`src/rtl/game_ctrl_pkg.sv`:
```
// Shared definitions for the switch-matching game controller: state encoding,
// default timing/score constants and the score saturation helper.
package game_ctrl_pkg;

  typedef enum logic [2:0] {
    ST_IDLE  = 3'd0,
    ST_REQ   = 3'd1,
    ST_PLAY  = 3'd2,
    ST_BREAK = 3'd3,
    ST_OVER  = 3'd4
  } state_t;

  localparam int ROUND_TIME_DEF = 15;
  localparam int BREAK_TIME_DEF = 5;
  localparam int SCORE_MAX_DEF  = 9999;
  localparam int BONUS_PERIOD   = 5;

  localparam int SW_W    = 10;
  localparam int CNT_W   = 6;
  localparam int SCORE_W = 14;
  localparam int ROUND_W = 7;
  // Internal score arithmetic width; holds (SCORE_MAX + 2) * 2 without wrap.
  localparam int CALC_W  = 16;

  function automatic logic [CALC_W-1:0] sat_score(input logic [CALC_W-1:0] value,
                                                  input logic [CALC_W-1:0] ceiling);
    return (value > ceiling) ? ceiling : value;
  endfunction

endpackage

```
`src/rtl/game_ctrl_score_unit.sv`:
```
// Score and round counter: +2 per pass, doubled every BONUS_PERIOD-th round,
// saturating at SCORE_MAX; round_num saturates at its all-ones value.
module score_unit
  import game_ctrl_pkg::*;
#(
  parameter int SCORE_MAX = SCORE_MAX_DEF
) (
  input  logic               clk,
  input  logic               reset_btn,
  input  logic               pass_stb,
  input  logic               clear_stb,
  output logic [SCORE_W-1:0] score,
  output logic [ROUND_W-1:0] round_num
);

  logic [ROUND_W-1:0] round_next;
  logic [CALC_W-1:0]  s1;
  logic [CALC_W-1:0]  s_sat;
  logic [SCORE_W-1:0] score_next;

  // NOTE: every always_comb output gets a default before any branch so no latch is inferred.
  always_comb begin
    round_next = (round_num == {ROUND_W{1'b1}}) ? round_num : round_num + 1'b1;
    s1         = CALC_W'(score) + CALC_W'(2);
    if ((round_next % ROUND_W'(BONUS_PERIOD)) == '0) begin
      s1 = s1 << 1;
    end
    s_sat      = sat_score(s1, CALC_W'(SCORE_MAX));
    score_next = s_sat[SCORE_W-1:0];
  end

  // NOTE: state registers use non-blocking assignments so every flop samples pre-edge values.
  always_ff @(posedge clk) begin
    if (reset_btn || clear_stb) begin
      score     <= '0;
      round_num <= '0;
    end else if (pass_stb) begin
      score     <= score_next;
      round_num <= round_next;
    end
  end

endmodule

```
`src/rtl/game_ctrl.sv`:
```
// Game controller: requests a prompt, times the player's switch move, and
// steps through break/over phases; score bookkeeping lives in score_unit.
module game_ctrl
  import game_ctrl_pkg::*;
#(
  parameter int ROUND_TIME = ROUND_TIME_DEF,
  parameter int BREAK_TIME = BREAK_TIME_DEF,
  parameter int SCORE_MAX  = SCORE_MAX_DEF
) (
  input  logic               clk,
  input  logic               reset_btn,
  input  logic               tick_1hz,
  input  logic               start_btn,
  input  logic [SW_W-1:0]    sw,
  input  logic               prompt_valid,
  input  logic [SW_W-1:0]    prompt_expected,
  input  logic [SW_W-1:0]    prompt_mask,
  output logic               prompt_req,
  output logic [SW_W-1:0]    led_out,
  output logic [CNT_W-1:0]   count_sec,
  output logic [SCORE_W-1:0] score,
  output logic [ROUND_W-1:0] round_num,
  output logic               game_over
);

  state_t          state;
  logic [SW_W-1:0] exp_q;
  logic [SW_W-1:0] mask_q;

  logic pass_hit;
  logic wrong_hit;
  logic last_tick;
  logic pass_stb;
  logic clear_stb;

  always_comb begin
    pass_hit  = (sw == exp_q);
    wrong_hit = |((sw ^ exp_q) & ~mask_q);
    last_tick = tick_1hz && (count_sec <= CNT_W'(1));
    pass_stb  = (state == ST_PLAY) && pass_hit;
    clear_stb = (state == ST_OVER) && start_btn;
  end

  always_ff @(posedge clk) begin
    if (reset_btn) begin
      // NOTE: the latched prompt is reset too, so a stale target never survives a reset.
      state      <= ST_IDLE;
      prompt_req <= 1'b0;
      led_out    <= '0;
      count_sec  <= '0;
      game_over  <= 1'b0;
      exp_q      <= '0;
      mask_q     <= '0;
    end else begin
      prompt_req <= 1'b0;
      case (state)
        ST_IDLE: begin
          if (start_btn) begin
            state      <= ST_REQ;
            prompt_req <= 1'b1;
          end
        end

        ST_REQ: begin
          if (prompt_valid) begin
            exp_q     <= prompt_expected;
            mask_q    <= prompt_mask;
            led_out   <= prompt_mask;
            count_sec <= CNT_W'(ROUND_TIME);
            state     <= ST_PLAY;
          end
        end

        // Priority: pass, then wrong switch, then timeout on the final tick.
        ST_PLAY: begin
          if (pass_hit) begin
            count_sec <= CNT_W'(BREAK_TIME);
            led_out   <= '0;
            state     <= ST_BREAK;
          end else if (wrong_hit) begin
            led_out   <= '0;
            game_over <= 1'b1;
            state     <= ST_OVER;
          end else if (tick_1hz) begin
            if (last_tick) begin
              count_sec <= '0;
              led_out   <= '0;
              game_over <= 1'b1;
              state     <= ST_OVER;
            end else begin
              count_sec <= count_sec - 1'b1;
            end
          end
        end

        ST_BREAK: begin
          if (count_sec == '0 || last_tick) begin
            count_sec  <= '0;
            prompt_req <= 1'b1;
            state      <= ST_REQ;
          end else if (tick_1hz) begin
            count_sec <= count_sec - 1'b1;
          end
        end

        ST_OVER: begin
          if (start_btn) begin
            game_over  <= 1'b0;
            prompt_req <= 1'b1;
            state      <= ST_REQ;
          end
        end

        default: state <= ST_IDLE;
      endcase
    end
  end

  score_unit #(
    .SCORE_MAX(SCORE_MAX)
  ) u_score (
    .clk      (clk),
    .reset_btn(reset_btn),
    .pass_stb (pass_stb),
    .clear_stb(clear_stb),
    .score    (score),
    .round_num(round_num)
  );

endmodule

```
`config.mk`:
```
export PLATFORM = sky130hd
export DESIGN_NAME = game_ctrl
export DESIGN_NICKNAME = d
export VERILOG_FILES = /design/src/rtl/game_ctrl_pkg.sv /design/src/rtl/game_ctrl_score_unit.sv /design/src/rtl/game_ctrl.sv
export SDC_FILE = /design/constraint.sdc
export NUM_CORES = 1
export LEC_CHECK = 0
export BUFFER_PORTS_ARGS = -buffer_cell sky130_fd_sc_hd__buf_2
export CORE_MARGIN = 2
export CORE_UTILIZATION = 30
export CTS_CLUSTER_SIZE = 16
export DETAILED_ROUTE_END_ITERATION = 8
export SLEW_MARGIN = 10
export SYNTH_ARGS = -nofsm -noshare
export SYNTH_HDL_FRONTEND = slang
export SYNTH_SLANG_ARGS = --single-unit
```
`constraint.sdc`:
```
create_clock -name clk -period 5.2 [get_ports clk]
set_input_delay 0.52 -clock clk [delete_from_list [all_inputs] [get_ports clk]]
set_output_delay 0.52 -clock clk [all_outputs]
set_load 0.05 [all_outputs]
```
==> flow_summary.json, run 1 <==
{
  "status": "completed",
  "async_flop_share": 0,
  "yosysUniqueCellTypes": 72,
  "cts_root_buffer": "clkbuf_16",
  "fmaxAchievable_mhz": 224,
  "cts.sinks": 62,
  "ys_warn_count": 0,
  "drv_cap": 0,
  "synthSimpleGateAreaFrac": 0.257,
  "yosys-mux-area-fraction": 0.0373,
  "setup_violations": 0,
  "cts_resized": 0,
  "cts_setup_buffers": 0,
  "cp_top_family": "compound AO/OA/AOI/OAI gates",
  "wl_per_cell_um": 14.8,
  "skew_ns": 0.0122,
  "io_buffers": 73,
  "die_height_um": 121,
  "via_per_inst": 5.35,
  "overflow": 0,
  "crit_path_max_fanout": 12,
  "synth_edf_count": 0,
  "grt.met2_usage": 0.250,
  "dpl_worst_slack_ns": 0.788,
  "synth_seq_cells": 62,
  "rows": 42,
  "place_hpwl_mm": 8.29,
  "clk_latency_ns": 0.32,
  "syn2layout_area_growth_pct": 16.7,
  "power_density_nw_per_um2": 273,
  "final-hold-violation-count": 0,
  "leakage_nw": 1.80,
  "grt_util_met1": 0.196,
  "die_area_sq_um": 14600,
  "synth_compound_area_frac": 0.258,
  "synthAdderAreaFrac": 0.0214,
  "drc_errors": 0,
  "htree_levels": 3,
  "pwr-share-comb": 0.149,
  "crit_required_ns": 5.39,
  "dpl-instance-area_sq_um": 4480,
  "syn_avg_cell_area_sq_um": 7.54,
  "period_needed_ns": 4.47,
  "holdBufCountCts": 0,
  "crit_type": "reg2reg",
  "cpMaxStageDelayCell": "o41ai_4",
  "grt_pass1_wl_mm": 18.3,
  "use_met3": 0.0415,
  "syn-num-nets": 584,
  "synthCells": 542,
  "power.switching_mw": 0.360,
  "grt_usage": 0.153,
  "grt_max_degree": 43,
  "path_buf_inv": 0,
  "rsz0062_at_grt": "false",
  "drt_wl_total_mm": 11.4,
  "maxSlewHeadroom": 0.297,
  "seq_power_share": 0.402,
  "final_nets": 631,
  "antenna_found_initial": 0,
  "netlist.area_leader.share": 0.304,
  "tightest_slew_ns": 1.04,
  "fin_crit_sh": 0.860,
  "cts_buffer_depth": 2,
  "final.setup.tns_ns": 0,
  "cts_buffers": 9,
  "initial_core_util": 0.307,
  "path_cells": "ha_1 -> and2_4 -> a21oi_1 -> a211oi_1 -> o21ai_0 -> and2_1 -> ha_1 -> nand2_1 -> a211oi_1 -> a311oi_1 -> nor3b_1 -> a2bb2oi_1 -> o41ai_4 -> a21boi_1 -> o21ai_1 -> nor3_1",
  "setup_ws_ns": 0.727,
  "gp_congestion": 0.922,
  "path_clk_slew_ns": 0.06,
  "drt.antenna.violating_nets": 0,
  "switching_share": 0.276,
  "yosysTopAreaCell": "dfxtp_1",
  "stdcell_area_sq_um": 4770,
  "drt_iter0_drc": 379,
  "p_total_mw": 1.30,
  "synth_xor_area_frac": 0.0557,
  "dieWidth_um": 121,
  "top_usage_layer": "met2",
  "start_kind": "flop",
  "firstDrtPassIters": 5,
  "ios": 74,
  "synth.cell_area_sq_um": 4090,
  "first_global_vias": 3795,
  "synth_top_family_by_area": "compound AO/OA/AOI/OAI gates",
  "ys_dominant_reg_cell": "dfxtp_1",
  "core_sq_um": 13300,
  "worst_setup_path_end_kind": "flop",
  "num_vias": 4116,
  "yosys-top-cells-area": "dfxtp_1 (30%), nand2_1 (7.9%), a21oi_1 (7.2%)",
  "critical_path.max_stage_delay_ns": 0.69,
  "clkPwrFrac": 0.448,
  "worstPathArrival_ns": 4.66,
  "ys_seq_area_frac": 0.304,
  "drive_above_1_share": 0.188,
  "cts_tree": "done",
  "maxSlewViolCount": 0,
  "hp-class": "in2reg",
  "ir_worst_vdd_uv": 150,
  "p_int_mw": 0.943
}
[metrics by stage]
step | hold slack (ns) | std cells | util
floorplan | 0.436 | 542 | -
global placement | 0.439 | 754 | 0.337
detailed placement | 0.442 | 754 | 0.337
CTS | 0.432 | 768 | 0.358
global route | 0.439 | 768 | 0.358
finish | 0.441 | 769 | 0.359
[sequential cells by signal (all words and copies together), names as in the netlist]
signal,count
count_sec,6
exp_q,10
game_over,1
led_out,10
mask_q,10
prompt_req,1
state,3
u_score.round_num,7
u_score.score,14
[worst paths after layout]
check / start / to / slack [ns] / depth (start not counted)
setup / recovery: u_score.round_num[1] / u_score.score[4] / 0.73 / 16
hold reg to reg: led_out[5] / led_out[5] / 0.45 / 2
hold / removal: prompt_expected[6] / exp_q[6] / 0.44 / 3
setup reg to reg: u_score.round_num[1] / u_score.score[4] / 0.73 / 16
[worst reg2reg max path, stage by stage, from the launching register on]
cell and delay (ns):
dfxtp_1 0.55, ha_1 0.42, and2_4 0.27, a21oi_1 0.08, a211oi_1 0.23, o21ai_0 0.15
and2_1 0.26, ha_1 0.21, nand2_1 0.07, a211oi_1 0.05, a311oi_1 0.32, nor3b_1 0.10
a2bb2oi_1 0.19, o41ai_4 0.69, a21boi_1 0.20, o21ai_1 0.43, nor3_1 0.12
[cells in the mapped netlist (4+ instances only)]
cell type and count:
xnor2_1 20, buf_6 8, a22oi_1 6, o22ai_1 8
clkbuf_1 18, nor2_1 42, nor3_1 22, and2_1 5
buf_2 11, nand3_1 16, xor2_1 6, a21boi_0 5
mux2i_1 10, o211ai_1 5, o21ai_0 29, and3_1 9
dfxtp_1 62, nand2b_1 9, nand2_1 86, inv_1 9
nand4_1 9, a21oi_1 59, a211oi_1 8, a31oi_1 4
ha_1 7
[cell families (layout without fill, tap and decap cells)]
logic type,count (synthesis),in the layout
fa+ha+maj,7,7
other cells,0,1
mux,14,14
xor+xnor,26,26
buf+inv,51,101
compound gates,162,162
simple gates,220,220
flops,62,62
[layout by cell type, fill, tap and decap left out, types with 10 or more instances in the layout]
master,n
nor2_1,41
dfxtp_1,62
a21oi_1,59
o21ai_0,29
nand2_1,86
buf_2,73
xnor2_1,20
nor3_1,21
mux2i_1,10
nand3_1,16
[per-layer routing]
metal	share of wire	vias to the layer above
met5	0	-
li1	-	2047
met2	0.46	151
met3	0.068	16
met4	0.015	0
met1	0.46	1902
[power by group through the flow]
| stage | Clock [mW] | Sequential (mW) | Combinational (mW) |
|---|---|---|---|
| after floorplan | 0 | 0.569 | 0.106 |
| after global placement | 0 | 0.533 | 0.192 |
| after detailed placement | 0 | 0.534 | 0.195 |
| after CTS | 0.597 | 0.524 | 0.195 |
| after global routing | 0.617 | 0.528 | 0.215 |
| final | 0.584 | 0.524 | 0.195 |
[area by class of cell]
class | instances | area [sq um]
flip-flops and latches | 62 | 1240
well taps | 176 | 220
inverters | 9 | 33.8
multi-input cells | 429 | 2580
repair buffers | 78 | 403
clock buffers | 10 | 239
fillers | 1394 | 8530
diodes | 1 | 2.50
clock inverters | 4 | 48.8
Note: power is estimated with default switching activity, not from simulation.
==> run 2, diff against run 1 <==
ABC_AREA = 1   (was unset)
==> flow_summary.json, run 2 <==
{
  "status": "completed",
  "cts_setup_buffers": 0,
  "yosysUniqueCellTypes": 36,
  "place_hpwl_mm": 7.40,
  "synth.cell_area_sq_um": 3730,
  "syn-num-nets": 593,
  "final-hold-violation-count": 0,
  "yosysTopAreaCell": "dfxtp_1",
  "crit_required_ns": 5.47,
  "clk_latency_ns": 0.33,
  "skew_ns": 0.00703,
  "drt_iter0_drc": 230,
  "start_kind": "flop",
  "crit_path_max_fanout": 16,
  "ir_worst_vdd_uv": 240,
  "cts_buffers": 9,
  "gp_congestion": 0.855,
  "multi_input_area_sq_um": 2110,
  "crit_top_cell": "nand2_1",
  "syn2layout_area_growth_pct": 21.6,
  "antennaDiodeCount": 0,
  "grt_pass1_wl_mm": 16.2,
  "leakage_nw": 2.17,
  "ios": 74,
  "drt.antenna.violating_nets": 0,
  "worst_setup_path_end_kind": "flop",
  "netlist.area_leader.share": 0.332,
  "synth_edf_count": 0,
  "power_density_nw_per_um2": 401,
  "cts_root_buffer": "clkbuf_16",
  "final_cell_mix": "nand2_1 (125), buf_2 (73), inv_1 (72)",
  "num_vias": 3725,
  "synthCells": 551,
  "firstDrtPassIters": 5,
  "via_per_inst": 4.70,
  "async_flop_share": 0,
  "fin_crit_sh": 0.777,
  "synth_seq_cells": 62,
  "rsz0062_at_grt": "false",
  "overflow": 0,
  "postLayoutCoreUtil": 0.377,
  "core_sq_um": 12100,
  "final_common_cell": "nand2_1",
  "crit_type": "reg2reg",
  "drive_above_1_share": 0.218,
  "largest_register_ffs": 14,
  "io_buffers": 73,
  "die_height_um": 116,
  "yosys-top-cells-area": "dfxtp_1 (33%), nand2_1 (13%), inv_1 (7.2%)",
  "drc_errors": 0,
  "maxSlewHeadroom": 0.512,
  "largest-register": "u_score.score",
  "worstPathArrival_ns": 4.31,
  "holdBufCountCts": 0,
  "synth_top_cells_by_count": "nand2_1 (125), inv_1 (72), dfxtp_1 (62)",
  "path_clk_slew_ns": 0.06,
  "dieWidth_um": 116,
  "ys_seq_area_frac": 0.332,
  "period_needed_ns": 4.04,
  "drt_wl_total_mm": 9.87,
  "setup_violations": 0,
  "drv_cap": 0,
  "cpMaxStageDelayCell": "dfxtp_1",
  "regArea_sq_um": 1240,
  "htree_levels": 3,
  "ys_dominant_reg_cell": "dfxtp_1",
  "final_nets": 662,
  "synth_most_common_cell": "nand2_1",
  "wl_per_cell_um": 12.4,
  "whs_ns": 0.408,
  "critical_path.max_stage_delay_ns": 0.44,
  "fillers": 1290,
  "cts.sinks": 62,
  "rows": 40,
  "first_global_vias": 3576,
  "grt_usage": 0.153,
  "antenna_found_initial": 0,
  "maxSlewViolCount": 0,
  "ys_warn_count": 0,
  "cts_resized": 0,
  "tightest_slew_ns": 0.727,
  "final.setup.tns_ns": 0,
  "cts_buffer_depth": 2,
  "cts_tree": "done",
  "syn_avg_cell_area_sq_um": 6.78,
  "hp-class": "in2reg",
  "initial_core_util": 0.310,
  "grt_max_degree": 27,
  "die_area_sq_um": 13400,
  "fmaxAchievable_mhz": 247
}
## run 2: cell types whose count changed after synthesis, sizes merged, moves of 11 or more
| cell | delta |
|---|---|
| a21oi | -13 |
| buf | -19 |
| inv | +69 |
| nand2 | +57 |
| nand3 | +17 |
| nor2 | +11 |
| nor3 | -14 |
| o21ai | +13 |
## run 2: final timing paths
check | start | end | slack [ns] | cells after the start
worst min register to register | led_out[2] | led_out[2] | 0.46 | 2
worst min-delay path | prompt_expected[0] | exp_q[0] | 0.41 | 3
worst max-delay path | u_score.round_num[0] | u_score.score[11] | 1.16 | 34
worst max register to register | u_score.round_num[0] | u_score.score[11] | 1.16 | 34
## run 2: layout make-up
type | instances | area share
Tap cell | 168 | 0.0463
Multi-Input combinational cell | 394 | 0.465
Timing Repair Buffer | 75 | 0.0837
Inverter | 78 | 0.0644
Sequential cell | 62 | 0.273
Clock buffer | 9 | 0.0496
Clock inverter | 7 | 0.0176
## run 2: through the flow
step | std cells | setup WS (ns) | instance area (sq um) | total power [mW]
after CTS | 793 | 1.17 | 4540 | 1.84
after global placement | 777 | 1.45 | 4240 | 1.20
final | 793 | 1.16 | 4540 | 1.82
after detailed placement | 777 | 1.23 | 4240 | 1.21
after global routing | 793 | 0.600 | 4540 | 1.95
after floorplan | 551 | 1.29 | 3730 | 1.07
## run 2: where the power goes
| group | total (mW) | internal (mW) | switching, mW |
|---|---|---|---|
| logic | 0.596 | 0.174 | 0.422 |
| clock network | 0.618 | 0.377 | 0.242 |
| registers | 0.608 | 0.554 | 0.0542 |
## run 2: cell families after synthesis
family          after synthesis  synth area share
xor+xnor                     22            0.0516
flops                        62             0.332
fa+ha+maj                     7            0.0234
simple gates                262             0.341
compound gates              103             0.149
buf+inv                      95             0.103
## run 2: critical path: cells and delay by family (launching register included)
kind	cells	cell delay (ns)
buffers and inverters	6	0.51
flip-flops	1	0.44
AND/OR/NAND/NOR	26	2.61
adder cells (fa/ha/maj)	2	0.41
## run 2: layer usage
metal	GRT usage	vias to the layer above	part of all wire
li1	-	1916	-
met1	0.181	1670	0.44
met2	0.259	119	0.48
met3	0.0544	20	0.065
met5	0	-	0
met4	0.0466	0	0.019
